==> src/rtl/fixed_div_pkg.sv <==
// fixed_div_pkg: shared types and constants
// for the 8.8 signed fixed-point divider.
package fixed_div_pkg;

  localparam int DW   = 16;
  localparam int VW   = 8;
  localparam int ITER = 17;

  localparam logic [DW-1:0] SAT_POS = 16'h7FFF;
  localparam logic [DW-1:0] SAT_NEG = 16'h8000;

  typedef enum logic [1:0] {
    IDLE,
    RUN,
    FIX,
    DONE
  } state_t;

endpackage

==> src/rtl/fixed_div_unit_div_step.sv <==
// div_step: one combinational restoring
// division iteration (shift in a bit, trial subtract).
module div_step
  import fixed_div_pkg::*;
(
  input  logic [VW:0]   r_in,
  input  logic          bit_in,
  input  logic [VW-1:0] divisor,
  output logic [VW:0]   r_out,
  output logic          q_bit
);

  logic [VW:0] trial;
  logic [VW:0] dvs_ext;
  logic        ge;

  // r_in < divisor, so a set top bit means trial is already >= divisor
  always_comb begin
    trial   = {r_in[VW-1:0], bit_in};
    dvs_ext = {1'b0, divisor};
    ge      = r_in[VW] | (trial >= dvs_ext);
    q_bit   = ge;
    r_out   = ge ? (trial - dvs_ext) : trial;
  end

endmodule

==> src/rtl/fixed_div_unit.sv <==
// fixed_div_unit: multi-cycle signed 8.8 / unsigned
// divider, floor rounding, Start/Ack handshake.
module fixed_div_unit
  import fixed_div_pkg::*;
(
  input  logic          Clk,
  input  logic          Reset,
  input  logic          Start,
  input  logic [DW-1:0] Dividend,
  input  logic [VW-1:0] Divisor,
  output logic [DW-1:0] Quotient,
  output logic          DivZero,
  output logic          Busy,
  output logic          Ack
);

  state_t        state_q;
  state_t        state_d;
  logic          sign_q;
  logic [DW:0]   mag_q;
  logic [DW:0]   q_q;
  logic [VW:0]   r_q;
  logic [VW-1:0] dvs_q;
  logic [4:0]    cnt_q;

  logic          accept;
  logic          last_it;
  logic [DW:0]   div_ext;
  logic [DW:0]   mag_in;
  logic [VW:0]   r_nx;
  logic          q_bit;
  logic [DW:0]   q_adj;
  logic [DW:0]   q_neg;
  logic [DW-1:0] fix_val;

  assign accept  = (state_q == IDLE) && Start;
  assign last_it = (cnt_q == 5'(ITER - 1));
  assign Ack     = (state_q == DONE);
  assign Busy    = (state_q != IDLE);

  div_step u_step (
    .r_in    (r_q),
    .bit_in  (mag_q[DW]),
    .divisor (dvs_q),
    .r_out   (r_nx),
    .q_bit   (q_bit)
  );

  // 17-bit magnitude and floor-corrected signed result
  always_comb begin
    div_ext = {Dividend[DW-1], Dividend};
    mag_in  = Dividend[DW-1] ? (~div_ext + 1'b1) : div_ext;
    q_adj   = q_q + {{DW{1'b0}}, (r_q != '0)};
    q_neg   = ~q_adj + 1'b1;
    fix_val = sign_q ? q_neg[DW-1:0] : q_q[DW-1:0];
  end

  // state register
  always_ff @(posedge Clk or negedge Reset) begin
    if (!Reset) state_q <= IDLE;
    else        state_q <= state_d;
  end

  // next-state decode; zero divisor bypasses RUN
  always_comb begin
    state_d = state_q;
    unique case (state_q)
      IDLE: if (Start)
              state_d = (Divisor == '0) ? DONE : RUN;
      RUN:  if (last_it) state_d = FIX;
      FIX:  state_d = DONE;
      DONE: state_d = IDLE;
      default: state_d = IDLE;
    endcase
  end

  // capture, shift/iterate, then sign fix-up
  always_ff @(posedge Clk or negedge Reset) begin
    if (!Reset) begin
      sign_q   <= 1'b0;
      mag_q    <= '0;
      q_q      <= '0;
      r_q      <= '0;
      dvs_q    <= '0;
      cnt_q    <= '0;
      Quotient <= '0;
      DivZero  <= 1'b0;
    end else if (accept) begin
      sign_q <= Dividend[DW-1];
      mag_q  <= mag_in;
      dvs_q  <= Divisor;
      r_q    <= '0;
      q_q    <= '0;
      cnt_q  <= '0;
      if (Divisor == '0) begin
        Quotient <= Dividend[DW-1] ? SAT_NEG : SAT_POS;
        DivZero  <= 1'b1;
      end
    end else if (state_q == RUN) begin
      r_q   <= r_nx;
      q_q   <= {q_q[DW-1:0], q_bit};
      mag_q <= {mag_q[DW-1:0], 1'b0};
      cnt_q <= cnt_q + 5'd1;
    end else if (state_q == FIX) begin
      Quotient <= fix_val;
      DivZero  <= 1'b0;
    end
  end

endmodule

==> config.mk <==
export PLATFORM = sky130hd
export DESIGN_NAME = fixed_div_unit
export DESIGN_NICKNAME = d
export VERILOG_FILES = /design/src/rtl/fixed_div_pkg.sv /design/src/rtl/fixed_div_unit_div_step.sv /design/src/rtl/fixed_div_unit.sv
export SDC_FILE = /design/constraint.sdc
export NUM_CORES = 1
export LEC_CHECK = 0
export CORE_MARGIN = 5
export CORE_UTILIZATION = 40
export DETAILED_ROUTE_END_ITERATION = 10
export PLACE_DENSITY = 0.66
export SYNTH_ARGS = -nofsm -noshare
export SYNTH_HDL_FRONTEND = slang
export SYNTH_SLANG_ARGS = --single-unit
==> constraint.sdc <==
create_clock -name Clk -period 3.5 [get_ports Clk]
set_input_delay 0.7 -clock Clk [delete_from_list [all_inputs] [get_ports Clk]]
set_output_delay 0.7 -clock Clk [all_outputs]
set_load 0.005 [all_outputs]
After elaboration in Yosys (flattened, before gate mapping)
Cells that the tools add are included.
{"block": "op_classes", "add_sub_neg": 5, "multipliers": 0, "n_div": 0, "order_cmp": 1, "n_eq_ne": 8, "n_shift": 0, "muxes": 24, "bitwise_logic": 3, "n_reduce_logical": 9}
{"operator": "16-bit two-way mux", "n": 8}
{"operator": "17-bit two-way mux", "n": 3}
{"operator": "9-bit two-way mux", "n": 3}
{"operator": "17-bit by 1-bit adder with 17-bit output (second input constant)", "n": 1}
{"operator": "17-bit inverter", "n": 1}
{"operator": "16-bit by 1-bit adder with 16-bit output", "n": 1}
{"operator": "16-bit by 1-bit adder with 16-bit output (second input constant)", "n": 1}
{"operator": "16-bit inverter", "n": 1}
{"operator": "5-bit two-way mux", "n": 2}
{"operator": "9-bit by 8-bit >= comparator with 1-bit output", "n": 1}
{"operator": "9-bit nonzero test", "n": 1}
{"operator": "9-bit by 8-bit subtractor with 9-bit output", "n": 1}
{"operator": "8-bit logical NOT", "n": 1}
{"operator": "2-bit one-hot mux with 4 select lines", "n": 1}
{"operator": "2-bit two-way mux", "n": 3}
{"operator": "2-bit inequality test (second input constant)", "n": 3}
{"operator": "2-bit nonzero test", "n": 3}
{"operator": "5-bit by 1-bit adder with 5-bit output (second input constant)", "n": 1}
{"operator": "5-bit equality test (second input constant)", "n": 1}
{"operator": "2-bit equality test (second input constant)", "n": 2}
{"operator": "1-bit two-way mux", "n": 4}
{"operator": "3-bit AND reduction", "n": 1}
{"operator": "2-bit by 1-bit equality test with 1-bit output (second input constant)", "n": 1}
{"operator": "2-bit logical NOT", "n": 1}
{"operator": "4 further kinds", "n": 4}
{"block": "word_totals", "regBits": 75, "latch_bits": 0, "ramBits": 0, "romBits": 0, "input_bits": 27, "elab_cells": 59, "n_memories": 0}

Longest topological paths before layout
{"block": "logic_depth", "ltp_word": 8, "ltp_mapped": 12}

Modules after synthesis
Synthesis repeated with hierarchy kept, for this count alone.
{"block": "hier_totals", "cells_unflattened": 588, "hier_area_um2": 5205.0}
{"mod": "fixed_div_unit", "n_inst": 1, "cells_each": 513, "area_each_um2": 4677.0, "seq_area_each_um2": 1876.8}
{"mod": "div_step", "n_inst": 1, "cells_each": 75, "area_each_um2": 528.0, "seq_area_each_um2": 0.0}

Least setup slack after synthesis
Ideal clock, no wire load.
{"block": "synth_path", "path_kind": "register to register", "start": "reg r_q[0]", "end": "reg Quotient[10]", "setup_ps": 126, "arrival_time_ps": 2876, "required_ps": 3374, "setup_slack_ps": 498, "path_stages_with_launch": 13, "path_cell_list": "dfrtp_1 nor4_1 nand3_1 ha_1 ha_1 buf_4 or3_1 o31ai_1 nand3_1 a21o_1 a311o_1 xnor2_1 a221o_1"}
{"block": "synth_via", "elab_chain_cells": 8}
{"item": "start: declaration", "line_no": "fixed_div_unit.sv:22", "rtl": "logic [VW:0] r_q;"}
{"item": "start signal: assignment", "line_no": "fixed_div_unit.sv:100", "rtl": "r_q <= r_nx;"}
{"item": "9-bit nonzero test", "line_no": "fixed_div_unit.sv:53", "rtl": "q_adj = q_q + {{DW{1'b0}}, (r_q != '0)};"}
{"item": "16-bit by 1-bit adder with 16-bit output", "line_no": "fixed_div_unit.sv:53"}
{"item": "16-bit inverter", "line_no": "fixed_div_unit.sv:54", "rtl": "q_neg = ~q_adj + 1'b1;"}
{"item": "16-bit by 1-bit adder with 16-bit output", "line_no": "fixed_div_unit.sv:54"}
{"item": "16-bit two-way mux", "line_no": "fixed_div_unit.sv:55", "rtl": "fix_val = sign_q ? q_neg[DW-1:0] : q_q[DW-1:0];"}
{"item": "16-bit two-way mux", "line_no": "fixed_div_unit.sv:104", "rtl": "end else if (state_q == FIX) begin"}
{"item": "16-bit two-way mux", "line_no": "fixed_div_unit.sv:99", "rtl": "end else if (state_q == RUN) begin"}
{"item": "16-bit two-way mux", "line_no": "fixed_div_unit.sv:88", "rtl": "end else if (accept) begin"}
{"item": "end signal: assignment", "line_no": "fixed_div_unit.sv:96", "rtl": "Quotient <= Dividend[DW-1] ? SAT_NEG : SAT_POS;"}
{"item": "end signal: assignment", "line_no": "fixed_div_unit.sv:105", "rtl": "Quotient <= fix_val;"}
{"item": "end: declaration", "line_no": "fixed_div_unit.sv:11", "rtl": "output logic [DW-1:0] Quotient,"}
No other way between the ends. The select of a mux whose other input is x is not followed.
A chain may end at the register's enable or synchronous reset.

Worst setup path in the final report
{"block": "layout_path", "start": "reg r_q[0]", "end": "reg Quotient[15]"}
Same word-level chain as after synthesis.

==> metrics.cfg <==
[floorplanning]
die_h_um = 124
core_area_um2 = 12600
dieArea_um2 = 15300
design.portCount = 46
die_x_um = 124
start_util_pct = 40.8
placementRows = 41

[synthesis]
synth_edf_count = 0
synthArstFlopShare_pct = 100
synth_mux_area_share_pct = 9.05
syn_area_per_cell_um2 = 9.09
yosysSeqAreaShare_pct = 36.4
yosysTopAreaCell = dfrtp_1
synth_xor_area_share_pct = 5.44
netlist_area_um2 = 5150
syn-num-nets = 614
yosys.cell_types.count = 77
synthSimpleGateAreaFrac_pct = 19.9
synthAdderAreaFrac_pct = 5.00
synth_compound_area_share_pct = 18.7
yosys.cell_count.top_type = dfrtp_1
yosys_warnings = 0
ys.flop_type = dfrtp_1
synthCells = 567
synth_common_cells = dfrtp_1, nand2_1, o21ai_0
synth_top_area_share_pct = 36.4
synth_top_family_by_area = simple AND/OR/NAND/NOR gates
synth_area_leaders = dfrtp_1, mux2i_1, ha_1
synth-seq-cells = 75

[run_status]
status = complete, no violations

[pwr]
switching_power_uw = 2240
switching_share_pct = 40.8
cellPowerDensity_nw_per_um2 = 906
pwr-share-comb_pct = 53.1
p_clk_share_pct = 18.9
ir_worst_vdd_mv = 0.319
leakagePower_uw = 0.00252
intPower_uw = 3250
seqPwrFrac_pct = 28.1
total_power_uw = 5490

[layout]
nets = 642
syn_to_final_growth_pct = 17.5
drive_above_1_share_pct = 9.50
diodes = 0
fin_util_pct = 48.0

[clocking]
cts_tree = built
cts.sinks = 75
htree_levels = 3
cts_buffers = 9
clk_pin_slew_ns = 0.06
clock_path_buffers = 2
clk_latency_ns = 0.34
cts_setup_buffers = 0
cts_root_buffer = clkbuf_16

[worst_setup_path]
arrival_ns = 3.50
path_max_fanout = 13
critPathRequiredTime_ns = 3.74
start_kind = flop
endpoint_kind = flop
critical_path_class = flop to flop

[placement]
post-dp-hpwl_um = 8350
place.gp.congestion = 0.916
port_buffers = 45

[sta]
fmax_ghz = 0.307
setup_tns_ns = 0
worst_pin_slew_ns = 0.947
rsz0062_at_grt = no
hold_viol = 0
setup_viol = 0
finalCriticalPeriod_ns = 3.26
fin_worst_skew_ns = 0.00654
slew_viol_final = 0
max_slew_margin_pct = 36.8
period_share_pct = 93.0

[grt]
first_global_vias = 4268
antenna_found_initial = 0
grt_max_degree = 76
grt_pass1_wl_um = 20500
overflow = 0
grt_usage_pct = 16.6

[route]
drt-initial-drc-count = 365
antenna_left = 0
vias = 4216
wl_per_cell_um = 15.2
detail_route.wirelength_um = 11700
drcViolationCount = 0
dr.pass1.iters = 4
via_per_inst = 5.46

[flow_run]
drv_cap = 0

[min_path]
hp-class = flop to flop

-- path summary, 6_finish.rpt --
path / from / end / slack, ns / cells past startpoint
setup / recovery: r_q[0] / Quotient[15] / 0.24 / 11
hold / removal: Quotient[8] / Quotient[8] / 0.49 / 2
setup reg to reg: r_q[0] / Quotient[15] / 0.24 / 11
hold reg to reg: Quotient[8] / Quotient[8] / 0.49 / 2
max in group asynchronous: Reset / cnt_q[4] / 2.39 / 1
min in group asynchronous: Reset / Quotient[8] / 0.51 / 1
-- cells in the final DEF, fill, tap and decap left out, drive strengths merged, types with 6 or more instances in the layout --
cell           Yosys  layout
o21ai             45      45
and3               6       6
clkbuf            25      10
nand3             15      15
nor3               9       9
nor2              41      41
nand2             56      56
nand2b             8       8
xnor2             18      18
nor2b              6       6
clkdlybuf4s50      0      44
buf               16      14
a21oi             26      26
a221o              6       6
xor2              14      14
dfrtp             75      75
o31ai              9       9
mux2i             41      41
or3                8       8
inv               24      26
ha                19      19
-- layout make-up --
type / count / area, µm²
clock inverter: 6 / 95.1
fill: 1233 / 6560
timing repair buffer: 58 / 546
tap: 172 / 215
inverter: 24 / 90.1
sequential: 75 / 1880
multi-input combinational: 427 / 3000
clock buffer: 10 / 239
-- power by group through the flow --
stage	Sequential, µW	Combinational (µW)	Clock (µW)
after floorplan	1420	2230	0
after global placement	1530	2820	0
after detailed placement	1550	2910	0
after CTS	1540	2930	1060
after global routing	1590	3290	1100
final	1540	2910	1030
-- sequential cells by signal (all words and copies together) (netlist names), 2 cells and up --
register  count
mag_q        17
Quotient     16
q_q          16
r_q           9
dvs_q         8
cnt_q         5
state_q       2
-- metrics by stage --
stage | hold WS (ns) | std cells | instance area [µm²] | setup slack (ns)
global placement | 0.482 | 756 | 5720 | 0.185
floorplan | 0.404 | 567 | 5150 | 0.498
CTS | 0.499 | 772 | 6060 | 0.140
finish | 0.489 | 772 | 6060 | 0.244
global route | 0.533 | 772 | 6060 | 0.0373
detailed placement | 0.485 | 756 | 5720 | 0.164
-- repair_timing --
item,in CTS,in global routing
resized for setup,0,1
endpoints found under the setup margin,0,1
hold buffers,0,0
-- critical path, cell delays in order (launching register included) --
cell and delay (ns):
dfrtp_1 0.41, nor4_1 0.35, nand3_1 0.14, ha_1 0.22, ha_2 0.26, or3b_1 0.38
a21oi_1 0.13, o21a_1 0.18, o211ai_2 0.11, or4_1 0.55, nor4bb_1 0.16, nor4_1 0.27
-- logic make-up (layout without fill, tap and decap cells) --
group,count (synthesis),count (layout)
AO/OA/AOI/OAI,141,141
XOR/XNOR,32,32
adder cells (fa/ha/maj),20,20
buffers and inverters,65,98
flip-flops,75,75
multiplexers,46,46
AND/OR/NAND/NOR,188,188
-- layer usage --
layer	vias to the layer above	GRT usage [%]	wire [µm]
met3	16	4.48	550
met1	2016	21.9	5340
met2	85	27.3	5700
met4	0	3.60	128
met5	-	0	0
li1	2099	-	-
Power figures use the tool's default switching activity.
